$ cat config.mk
export PLATFORM = sky130hd
export DESIGN_NAME = sram_arbiter
export DESIGN_NICKNAME = d
export VERILOG_FILES = /design/src/rtl/sram_arbiter.sv
export SDC_FILE = /design/constraint.sdc
export NUM_CORES = 1
export LEC_CHECK = 0
export BUFFER_PORTS_ARGS = -buffer_cell sky130_fd_sc_hd__buf_2
export CORE_MARGIN = 3
export CORE_UTILIZATION = 43
export CTS_CLUSTER_DIAMETER = 150
export DETAILED_ROUTE_END_ITERATION = 12
export GPL_TIMING_DRIVEN = 1
export PLACE_DENSITY = 0.78
export SYNTH_ARGS = -nofsm -noshare
export SYNTH_HDL_FRONTEND = slang
export SYNTH_SLANG_ARGS = --single-unit
$ cat constraint.sdc
create_clock -name i_clk -period 4.3 [get_ports i_clk]
set_input_delay 0.43 -clock i_clk [delete_from_list [all_inputs] [get_ports i_clk]]
set_output_delay 0.43 -clock i_clk [all_outputs]
set_load 0.01 [all_outputs]
$ cat src/rtl/sram_arbiter.sv
// Two-requester arbiter for a single-port SRAM. Round-robin arbitration,
// optional locked bursts capped at MAX_BURST grants while the other side is
// waiting, combinational grant and SRAM drive, and read data returned one
// cycle after the grant.
//
// state | meaning
// ARB   | no ownership, round-robin between requesters
// LOCK0 | requester 0 owns the SRAM for a locked burst
// LOCK1 | requester 1 owns the SRAM for a locked burst
module sram_arbiter #(
    parameter int ADDR_WIDTH = 8,
    parameter int MAX_BURST  = 4
) (
    input  logic                  i_clk,
    input  logic                  i_rst,
    input  logic                  i_req_0,
    input  logic                  i_req_1,
    input  logic                  i_we_0,
    input  logic                  i_we_1,
    input  logic                  i_lock_0,
    input  logic                  i_lock_1,
    input  logic [ADDR_WIDTH-1:0] i_addr_0,
    input  logic [ADDR_WIDTH-1:0] i_addr_1,
    input  logic [31:0]           i_wdata_0,
    input  logic [31:0]           i_wdata_1,
    output logic                  o_gnt_0,
    output logic                  o_gnt_1,
    output logic                  o_rvalid_0,
    output logic                  o_rvalid_1,
    output logic [31:0]           o_rdata_0,
    output logic [31:0]           o_rdata_1,
    output logic [ADDR_WIDTH-1:0] o_mem_addr,
    output logic                  o_mem_write,
    output logic [31:0]           o_mem_wdata,
    input  logic [31:0]           i_mem_rdata
);

    localparam int CW = $clog2(MAX_BURST + 1);

    typedef enum logic [1:0] {
        ARB   = 2'd0,
        LOCK0 = 2'd1,
        LOCK1 = 2'd2
    } state_t;

    state_t        state;
    logic          last_winner;
    logic [CW-1:0] burst_cnt;

    logic          burst_full;
    logic          gnt_0;
    logic          gnt_1;
    logic          locked_hold;
    logic          arb_lw;

    assign burst_full = (burst_cnt == CW'(MAX_BURST));

    // Grant decision: honour the current lock holder unless its burst is
    // exhausted and the other side is waiting, else fall back to round-robin
    // in the same cycle so a lock release costs no dead cycle.
    always_comb begin
        gnt_0       = 1'b0;
        gnt_1       = 1'b0;
        locked_hold = 1'b0;
        arb_lw      = last_winner;
        case (state)
            LOCK0: begin
                if (i_req_0 && i_lock_0 && !(burst_full && i_req_1)) begin
                    gnt_0       = 1'b1;
                    locked_hold = 1'b1;
                end else begin
                    arb_lw = 1'b0;
                end
            end
            LOCK1: begin
                if (i_req_1 && i_lock_1 && !(burst_full && i_req_0)) begin
                    gnt_1       = 1'b1;
                    locked_hold = 1'b1;
                end else begin
                    arb_lw = 1'b1;
                end
            end
            default: ;
        endcase
        if (!locked_hold) begin
            if (i_req_0 && !i_req_1) begin
                gnt_0 = 1'b1;
            end else if (i_req_1 && !i_req_0) begin
                gnt_1 = 1'b1;
            end else if (i_req_0 && i_req_1) begin
                if (arb_lw) begin
                    gnt_0 = 1'b1;
                end else begin
                    gnt_1 = 1'b1;
                end
            end
        end
        // Reset is asynchronous; keep the SRAM untouched while it is held.
        if (i_rst) begin
            gnt_0 = 1'b0;
            gnt_1 = 1'b0;
        end
    end

    assign o_gnt_0 = gnt_0;
    assign o_gnt_1 = gnt_1;

    // SRAM drive comes from the winner; idle bus is all zeros.
    always_comb begin
        o_mem_addr  = '0;
        o_mem_wdata = '0;
        o_mem_write = 1'b0;
        if (gnt_0) begin
            o_mem_addr  = i_addr_0;
            o_mem_wdata = i_wdata_0;
            o_mem_write = i_we_0;
        end else if (gnt_1) begin
            o_mem_addr  = i_addr_1;
            o_mem_wdata = i_wdata_1;
            o_mem_write = i_we_1;
        end
    end

    // Ownership FSM with round-robin pointer and saturating burst counter.
    always_ff @(posedge i_clk or posedge i_rst) begin
        if (i_rst) begin
            state       <= ARB;
            last_winner <= 1'b1;
            burst_cnt   <= '0;
        end else if (gnt_0 || gnt_1) begin
            last_winner <= gnt_1;
            if (locked_hold) begin
                if (!burst_full) begin
                    burst_cnt <= burst_cnt + CW'(1);
                end
            end else if (gnt_0 && i_lock_0) begin
                state     <= LOCK0;
                burst_cnt <= CW'(1);
            end else if (gnt_1 && i_lock_1) begin
                state     <= LOCK1;
                burst_cnt <= CW'(1);
            end else begin
                state     <= ARB;
                burst_cnt <= '0;
            end
        end else begin
            state     <= ARB;
            burst_cnt <= '0;
        end
    end

    // Read return path: capture at the grant edge, pulse valid for one cycle.
    always_ff @(posedge i_clk or posedge i_rst) begin
        if (i_rst) begin
            o_rvalid_0 <= 1'b0;
            o_rvalid_1 <= 1'b0;
            o_rdata_0  <= '0;
            o_rdata_1  <= '0;
        end else begin
            o_rvalid_0 <= gnt_0 && !i_we_0;
            o_rvalid_1 <= gnt_1 && !i_we_1;
            if (gnt_0 && !i_we_0) begin
                o_rdata_0 <= i_mem_rdata;
            end
            if (gnt_1 && !i_we_1) begin
                o_rdata_1 <= i_mem_rdata;
            end
        end
    end

endmodule

==> results of run 1 <==
layout by cell type, fill, tap and decap left out:
master      netlist  final
a21oi_1           1      1
buf_4             0      6
inv_1            11     10
o31ai_2           1      1
a22oi_1           1      1
nor2b_4           0      1
or2_2             1      1
nor3b_1           1      1
nand2b_1          1      1
clkbuf_1         19      1
nand3b_1          1      1
o211ai_1          2      2
and2_1            1      1
inv_4             0      1
xnor2_1           1      1
dfstp_2           1      1
o21ai_4           0      1
dfrtp_1          71     71
o21ai_0          45     45
clkbuf_8          0      9
nand2_1          46     46
mux2_1           32     32
ha_1              4      4
or3_1             1      1
nor3_1            3      3
mux2i_1           2      2
a311oi_4          1      1
bufinv_16         0      3
a21o_1            1      1
buf_2             4    228
mux2_2           32     32
clkinvlp_4        0      1
a31oi_1           2      2
and3_1            2      2
nand3_1          44     44
inv_6             0      2
sequential cells by signal (all words and copies together), names as in the netlist:
register     count
burst_cnt        3
last_winner      1
o_rdata_0       32
o_rdata_1       32
o_rvalid_0       1
o_rvalid_1       1
state            2
cells by family after synthesis:
family          after synthesis  synth area share
compound gates               55            0.0891
xor+xnor                      1           0.00247
fa+ha+maj                     4            0.0141
buf+inv                      37            0.0468
flops                        72             0.508
mux                          66             0.209
simple gates                102             0.131
stage by stage:
| stage | cells | hold WS [ns] |
|---|---|---|
| 2_1_floorplan | 337 | 0.475 |
| 3_3_place_gp | 647 | 0.462 |
| 3_5_place_dp | 647 | 0.469 |
| 4_1_cts | 663 | 0.310 |
| 5_1_grt | 663 | 0.310 |
| 6_report | 663 | 0.318 |
worst register-to-register path: stages, from the launching register on:
cell and delay [ns]:
dfrtp_1 0.41, ha_1 0.40, mux2i_1 0.28, o31ai_2 0.13
a311oi_4 0.28, buf_4 0.43, nor2b_4 0.23, buf_4 0.38
mux2_2 0.41
path summary, 6_finish.rpt:
| path | from | end | slack, ns | depth (start not counted) |
|---|---|---|---|---|
| max | state[1] | o_mem_write | 1.19 | 8 |
| min | i_mem_rdata[20] | o_rdata_1[20] | 0.32 | 2 |
| max reg2reg | state[1] | o_rdata_1[30] | 1.24 | 8 |
| min reg2reg | o_rdata_1[18] | o_rdata_1[18] | 0.48 | 1 |
| max in group asynchronous | i_rst | o_rdata_1[14] | 2.90 | 3 |
| min in group asynchronous | i_rst | state[0] | 0.81 | 3 |
layer usage:
layer,global-route usage,up-vias,part of all wire
li1,-,1620,-
met1,0.228,1590,0.38
met2,0.386,153,0.53
met3,0.0447,18,0.070
met4,0.0745,0,0.021
met5,0,-,0
layout make-up:
| type | instances | share of cell area |
|---|---|---|
| repair buffers | 234 | 0.237 |
| flip-flops and latches | 72 | 0.360 |
| clock buffers | 10 | 0.0255 |
| well taps | 102 | 0.0255 |
| multi-input cells | 228 | 0.320 |
| inverters | 11 | 0.00875 |
| clock inverters | 6 | 0.0230 |
power groups by stage:
stage / logic (mW) / registers [mW] / clock network, mW
4_1_cts: 0.674 / 0.936 / 0.645
3_5_place_dp: 0.670 / 0.948 / 0
5_1_grt: 0.719 / 0.958 / 0.677
6_report: 0.663 / 0.934 / 0.632
3_3_place_gp: 0.646 / 0.935 / 0
2_1_floorplan: 0.259 / 1.02 / 0
==> impl_metrics.env, run 1 <==
export IMPL_dr_first_iter_drc_count=187
export IMPL_drt_pass1_iterations=4
export IMPL_yosys_warnings=0
export IMPL_drc=0
export IMPL_dpl_worst_slack_ns=1.25
export IMPL_boundaryPins=229
export IMPL_fin_tns_setup_ns=0
export IMPL_fmax_mhz=321
export IMPL_p_leak_nw=2.59
export IMPL_worst_pin_slew_ns=0.896
export IMPL_cts_resized_gates=0
export IMPL_yosysMostFrequentCell="dfrtp_1"
export IMPL_grt_ovfl_total=0
export IMPL_crit_chain="ha_1 -> mux2i_1 -> o31ai_2 -> a311oi_4 -> buf_4 -> o211ai_1 -> o21ai_0 -> buf_2"
export IMPL_wl_um=10100
export IMPL_slew_headroom=0.403
export IMPL_ys_top_cells_by_count="71 x dfrtp_1, 46 x nand2_1, 45 x o21ai_0, 44 x nand3_1"
export IMPL_utilization=0.635
export IMPL_crit_family="compound AO/OA/AOI/OAI gates"
export IMPL_syn2layout_area_growth_pct=40.9
export IMPL_avgSynthCellArea_um2=10.5
export IMPL_num_rows=32
export IMPL_drive_gt1_frac=0.513
export IMPL_post_cts_buffers=0
export IMPL_drv_cap=0
export IMPL_cts_root_buf="clkbuf_8"
export IMPL_route_vias_total=3381
export IMPL_grt_antenna_before_repair=0
export IMPL_vias_per_cell=5.10
export IMPL_setup_slack_ns=1.19
export IMPL_worst_path_largest_cell_delay_ns=0.43
export IMPL_ir_drop_mv=0.217
export IMPL_synth_largest_area_cell="dfrtp_1"
export IMPL_netlist_area_leader_share=0.500
export IMPL_nets=680
export IMPL_die_area_mm2=0.00939
export IMPL_start_util=0.450
export IMPL_setup_viol=0
export IMPL_insertedDiodeCount=0
export IMPL_syn_inst=337
export IMPL_cts_buffers=9
export IMPL_slowest_stage="buf_4"
export IMPL_seq_area_frac_synth=0.508
export IMPL_worstPathArrival_ns=2.68
export IMPL_synth_distinct_cells=31
export IMPL_syn_nets=461
export IMPL_ctsHoldBuffers=0
export IMPL_p_sw_frac=0.303
export IMPL_fin_skew_ns=0.0145
export IMPL_internal_power_mw=1.55
export IMPL_cp_end_kind="primary output"
export IMPL_power_density_mw_per_mm2=446
export IMPL_die_w_um=96.9
export IMPL_ys_flop_type="dfrtp_1"
export IMPL_wl_per_cell_um=15.2
export IMPL_status="completed"
export IMPL_core_mm2=0.00789
export IMPL_startpoint_type="flop"
export IMPL_grt_max_degree=73
export IMPL_postSynth_asyncResetShare=1.00
export IMPL_clock_path_buffers=2
export IMPL_synth_edf_count=0
export IMPL_grt_pass1_vias=3341
export IMPL_worstPathRequired_ns=3.87
export IMPL_nFillCells=668
export IMPL_ant_nets=0
export IMPL_clkPwrFrac=0.283
export IMPL_cts_clk_slew_worst_paths_ns=0.08
export IMPL_gp_congestion=0.897
export IMPL_hold_class="primary input to flop"
export IMPL_portBuffers=228
export IMPL_worst_path_buf_inv=2
export IMPL_cts_tree="done"
export IMPL_p_switching_mw=0.676
export IMPL_die_y_um=96.9
export IMPL_seq_area_mm2=0.00180
export IMPL_cts_max_level=3
export IMPL_cp_max_fo=45
export IMPL_maxSlewViolCount=0
export IMPL_grt_total_usage=0.207
export IMPL_grt_pass1_wl_um=15900
export IMPL_power_mw=2.23
export IMPL_multiInputGateArea_mm2=0.00160
export IMPL_finalHoldViolations=0
export IMPL_seq_power_share=0.419
export IMPL_rsz0062_at_grt="no"
export IMPL_synthTopCellsByArea="dfrtp_1 50%, mux2_1 10%, mux2_2 10%"
export IMPL_ys_ff_latch=72
export IMPL_period_needed_ns=3.11
export IMPL_place_area_mm2=0.00476
export IMPL_syn_area_mm2=0.00355
export IMPL_power_frac_comb=0.297
export IMPL_stdcell_area_mm2=0.00500
export IMPL_period_share=0.724
export IMPL_worstSetupPathType="flop to primary output"
export IMPL_dpl_hpwl_um=7830
export IMPL_clock_latency_ns=0.33
export IMPL_cts_num_sinks=72
Power figures use the tool's default switching activity.
==> inputs of run 2 (changes only) <==
--- a/config.mk
+++ b/config.mk
@@ -5,13 +5,14 @@
 export SDC_FILE = /design/constraint.sdc
 export NUM_CORES = 1
 export LEC_CHECK = 0
+export ABC_AREA = 1
 export BUFFER_PORTS_ARGS = -buffer_cell sky130_fd_sc_hd__buf_2
 export CORE_MARGIN = 3
-export CORE_UTILIZATION = 43
+export CORE_UTILIZATION = 39
 export CTS_CLUSTER_DIAMETER = 150
 export DETAILED_ROUTE_END_ITERATION = 12
 export GPL_TIMING_DRIVEN = 1
-export PLACE_DENSITY = 0.78
+export PLACE_DENSITY = 0.74
 export SYNTH_ARGS = -nofsm -noshare
 export SYNTH_HDL_FRONTEND = slang
 export SYNTH_SLANG_ARGS = --single-unit
==> constraint.sdc (replaced) <==
create_clock -name i_clk -period 2.5 [get_ports i_clk]
set_input_delay 0.25 -clock i_clk [delete_from_list [all_inputs] [get_ports i_clk]]
set_output_delay 0.25 -clock i_clk [all_outputs]
set_load 0.01 [all_outputs]
==> run 2 against run 1 <==
The run now ends with setup timing left. Sequential cell count unchanged. Global-route usage up 0.17 points. Register-to-register slack worse by 1.1 ns. Die area increased by 11%. Combinational power rose by 76%. Sequential share of layout area shrank 3.5 points. Via count rose by 17%. Power is 63% higher. Final area grew 11%. Non-clock buffer count increased by 19.
==> impl_metrics.env, run 2 <==
export IMPL_worst_pin_slew_ns=0.865
export IMPL_most_common_layout_cells="223 x buf_2, 140 x nand2_1, 71 x dfrtp_1, 45 x nand3_1, 42 x inv_1"
export IMPL_maxSlewViolCount=0
export IMPL_worst_path_largest_cell_delay_ns=0.41
export IMPL_netlist_area_leader_share=0.494
export IMPL_place_inst=769
export IMPL_cts_max_level=3
export IMPL_fin_skew_ns=0.0100
export IMPL_r2r_cells=17
export IMPL_min_to="o_rvalid_0"
export IMPL_cp_end_kind="primary output"
export IMPL_stdcell_area_mm2=0.00555
export IMPL_worst_path_buf_inv=4
export IMPL_slew_headroom=0.424
export IMPL_power_mw=3.63
export IMPL_cp_max_fo=10
export IMPL_grt_total_usage=0.208
export IMPL_die_area_mm2=0.0104
export IMPL_postSynth_asyncResetShare=1.00
export IMPL_synth_xor_area_share=0
export IMPL_fmax_mhz=396
export IMPL_drive_gt1_frac=0.491
export IMPL_synth_edf_count=0
export IMPL_grt_pass1_wl_um=16900
export IMPL_gp_congestion=0.835
export IMPL_synth_compound_area_frac=0.120
export IMPL_core_mm2=0.00885
export IMPL_fin_tns_setup_ns=-0.198
export IMPL_place_area_mm2=0.00483
export IMPL_cts_buffers=9
export IMPL_period_needed_ns=2.53
export IMPL_whs_path_depth=2
export IMPL_seq_area_frac_synth=0.501
export IMPL_vias_per_cell=4.91
export IMPL_synth_top_family_by_area="simple AND/OR/NAND/NOR gates"
export IMPL_die_y_um=102
export IMPL_wl_um=12600
export IMPL_syn_nets=576
export IMPL_grt_max_degree=71
export IMPL_r2r_end="o_rdata_0[15]"
export IMPL_start_util=0.406
export IMPL_synth_largest_area_cell="dfrtp_1"
export IMPL_num_rows=34
export IMPL_layout_commonest_cell="buf_2"
export IMPL_r2r_setup_slack_ns=0.19
export IMPL_syn_inst=452
export IMPL_ys_ff_latch=72
export IMPL_syn_area_mm2=0.00360
export IMPL_cts_num_sinks=72
export IMPL_insertedDiodeCount=0
export IMPL_synthAdderAreaFrac=0.0139
export IMPL_reg_largest_list="o_rdata_0 x32, o_rdata_1 x32, burst_cnt x3"
export IMPL_route_vias_total=3949
export IMPL_status="finished with violations"
export IMPL_worstPathArrival_ns=2.28
export IMPL_synth_distinct_cells=25
export IMPL_setup_viol=19
export IMPL_period_share=1.01
export IMPL_ir_drop_mv=0.466
export IMPL_fin_cells=804
export IMPL_nets=815
export IMPL_cts_root_buf="clkbuf_8"
export IMPL_worstSetupPathType="flop to primary output"
export IMPL_grt_ovfl_total=0
export IMPL_clock_latency_ns=0.34
export IMPL_wl_per_cell_um=15.7
export IMPL_worstPathRequired_ns=2.25
export IMPL_utilization=0.627
export IMPL_ys_flop_type="dfrtp_1"
export IMPL_synthTopCellsByArea="dfrtp_1 49%, nand2_1 17%, nand3_1 7.1%"
export IMPL_power_density_mw_per_mm2=654
export IMPL_dr_first_iter_drc_count=228
export IMPL_finalHoldViolations=0
export IMPL_ant_nets=0
export IMPL_yosysMostFrequentCell="nand2_1"
export IMPL_slowest_stage="dfrtp_1"
export IMPL_muxShareOfSynthArea=0
export IMPL_drv_cap=0
export IMPL_hp_start="i_we_0"
export IMPL_drt_pass1_iterations=4
export IMPL_yosys_area_share_simple=0.270
export IMPL_hold_class="primary input to flop"
export IMPL_ys_top_cells_by_count="165 x nand2_1, 71 x dfrtp_1, 51 x nand3_1, 48 x inv_1, 30 x o21ai_0"
export IMPL_setup_slack_ns=-0.0264
export IMPL_dpl_hpwl_um=8440
export IMPL_boundaryPins=229
export IMPL_portBuffers=228
export IMPL_syn2layout_area_growth_pct=54.3
export IMPL_violations="setup timing"
export IMPL_rsz0062_at_grt="yes"
export IMPL_avgSynthCellArea_um2=7.96
export IMPL_drc=0
export IMPL_grt_pass1_vias=3354
export IMPL_cts_tree="done"
export IMPL_grt_antenna_before_repair=0
export IMPL_crit_chain="inv_2 -> ha_4 -> nand3_4 -> nand2_2 -> nand2_2 -> nand2_2 -> nand3_2 -> nand2_1 -> nand2_1 -> nand2_2 -> nand2_4 -> clkinv_8 -> clkbuf_16 -> nand2_1 -> nand2_1 -> buf_2"
export IMPL_p_leak_nw=3.25
export IMPL_dpl_worst_slack_ns=0.236
export IMPL_clock_path_buffers=2
export IMPL_reg2reg_from="burst_cnt[0]"
export IMPL_die_w_um=102
export IMPL_whs_ns=0.105
export IMPL_cts_clk_slew_worst_paths_ns=0.07
export IMPL_startpoint_type="flop"
export IMPL_crit_family="simple AND/OR/NAND/NOR gates"
export IMPL_yosys_warnings=0
-- run 2: cell count changes after synthesis, moves of 13 or more --
cell     delta
nand2_1   +119
o21ai_2    +23
o21ai_0    -15
mux2_1     -32
inv_1      +37
o21ai_1    +13
mux2_2     -32
-- run 2: how the worst max path moves through the flow --
stage	start	end	slack (ns)	depth (start not counted)
after floorplan	i_rst	o_mem_addr[0]	0.009	6
after global placement	burst_cnt[0]	o_mem_wdata[9]	0.30	14
after detailed placement	state[0]	o_mem_wdata[24]	0.24	15
after CTS	burst_cnt[1]	o_mem_wdata[16]	0.0006	15
after global routing	burst_cnt[0]	o_mem_wdata[26]	-0.20	16
final	burst_cnt[0]	o_mem_wdata[26]	-0.03	16
-- run 2: cell families (layout without fill, tap and decap cells) --
logic type,Yosys count,after routing
adders and majority gates,4,4
and+or+nand+nor,232,232
AOI/OAI and AO/OA,69,69
buffers and inverters,75,319
DFF,72,72
-- run 2: cell type report --
| class | instances | area [um2] |
|---|---|---|
| Multi-Input combinational cell | 305 | 1600 |
| Fill cell | 762 | 3300 |
| Clock inverter | 5 | 55.1 |
| Sequential cell | 72 | 1800 |
| Timing Repair Buffer | 253 | 1590 |
| Tap cell | 108 | 135 |
| Inverter | 50 | 214 |
| Clock buffer | 11 | 151 |
-- run 2: report_power, final --
part | internal (mW) | switching, mW | total (mW)
registers | 1.40 | 0.133 | 1.53
clock network | 0.511 | 0.414 | 0.926
logic | 0.521 | 0.649 | 1.17
-- run 2: worst register-to-register path: cells and delay by family, from the launching register on --
kind	cells	cell delay [ns]
flip-flops	1	0.41
AND/OR/NAND/NOR	11	1.01
AO/OA/AOI/OAI	1	0.09
buffers and inverters	4	0.51
adder cells (fa/ha/maj)	1	0.17
-- run 2: per-layer routing --
layer / global-route usage / share of wire
met1: 0.314 / 0.43
met5: 0 / 0
met2: 0.305 / 0.46
met4: 0.0535 / 0.011
met3: 0.0457 / 0.093
-- run 2: repair_timing --
item / in CTS / in global routing
buffers inserted: 5 / 3
pin swaps: 4 / 21
gates cloned: 2 / 8
endpoints found under the setup margin: 42 / 43
resized for setup: 9 / 52
hold buffers: 1 / 0
hold endpoints to repair: 2 / 0
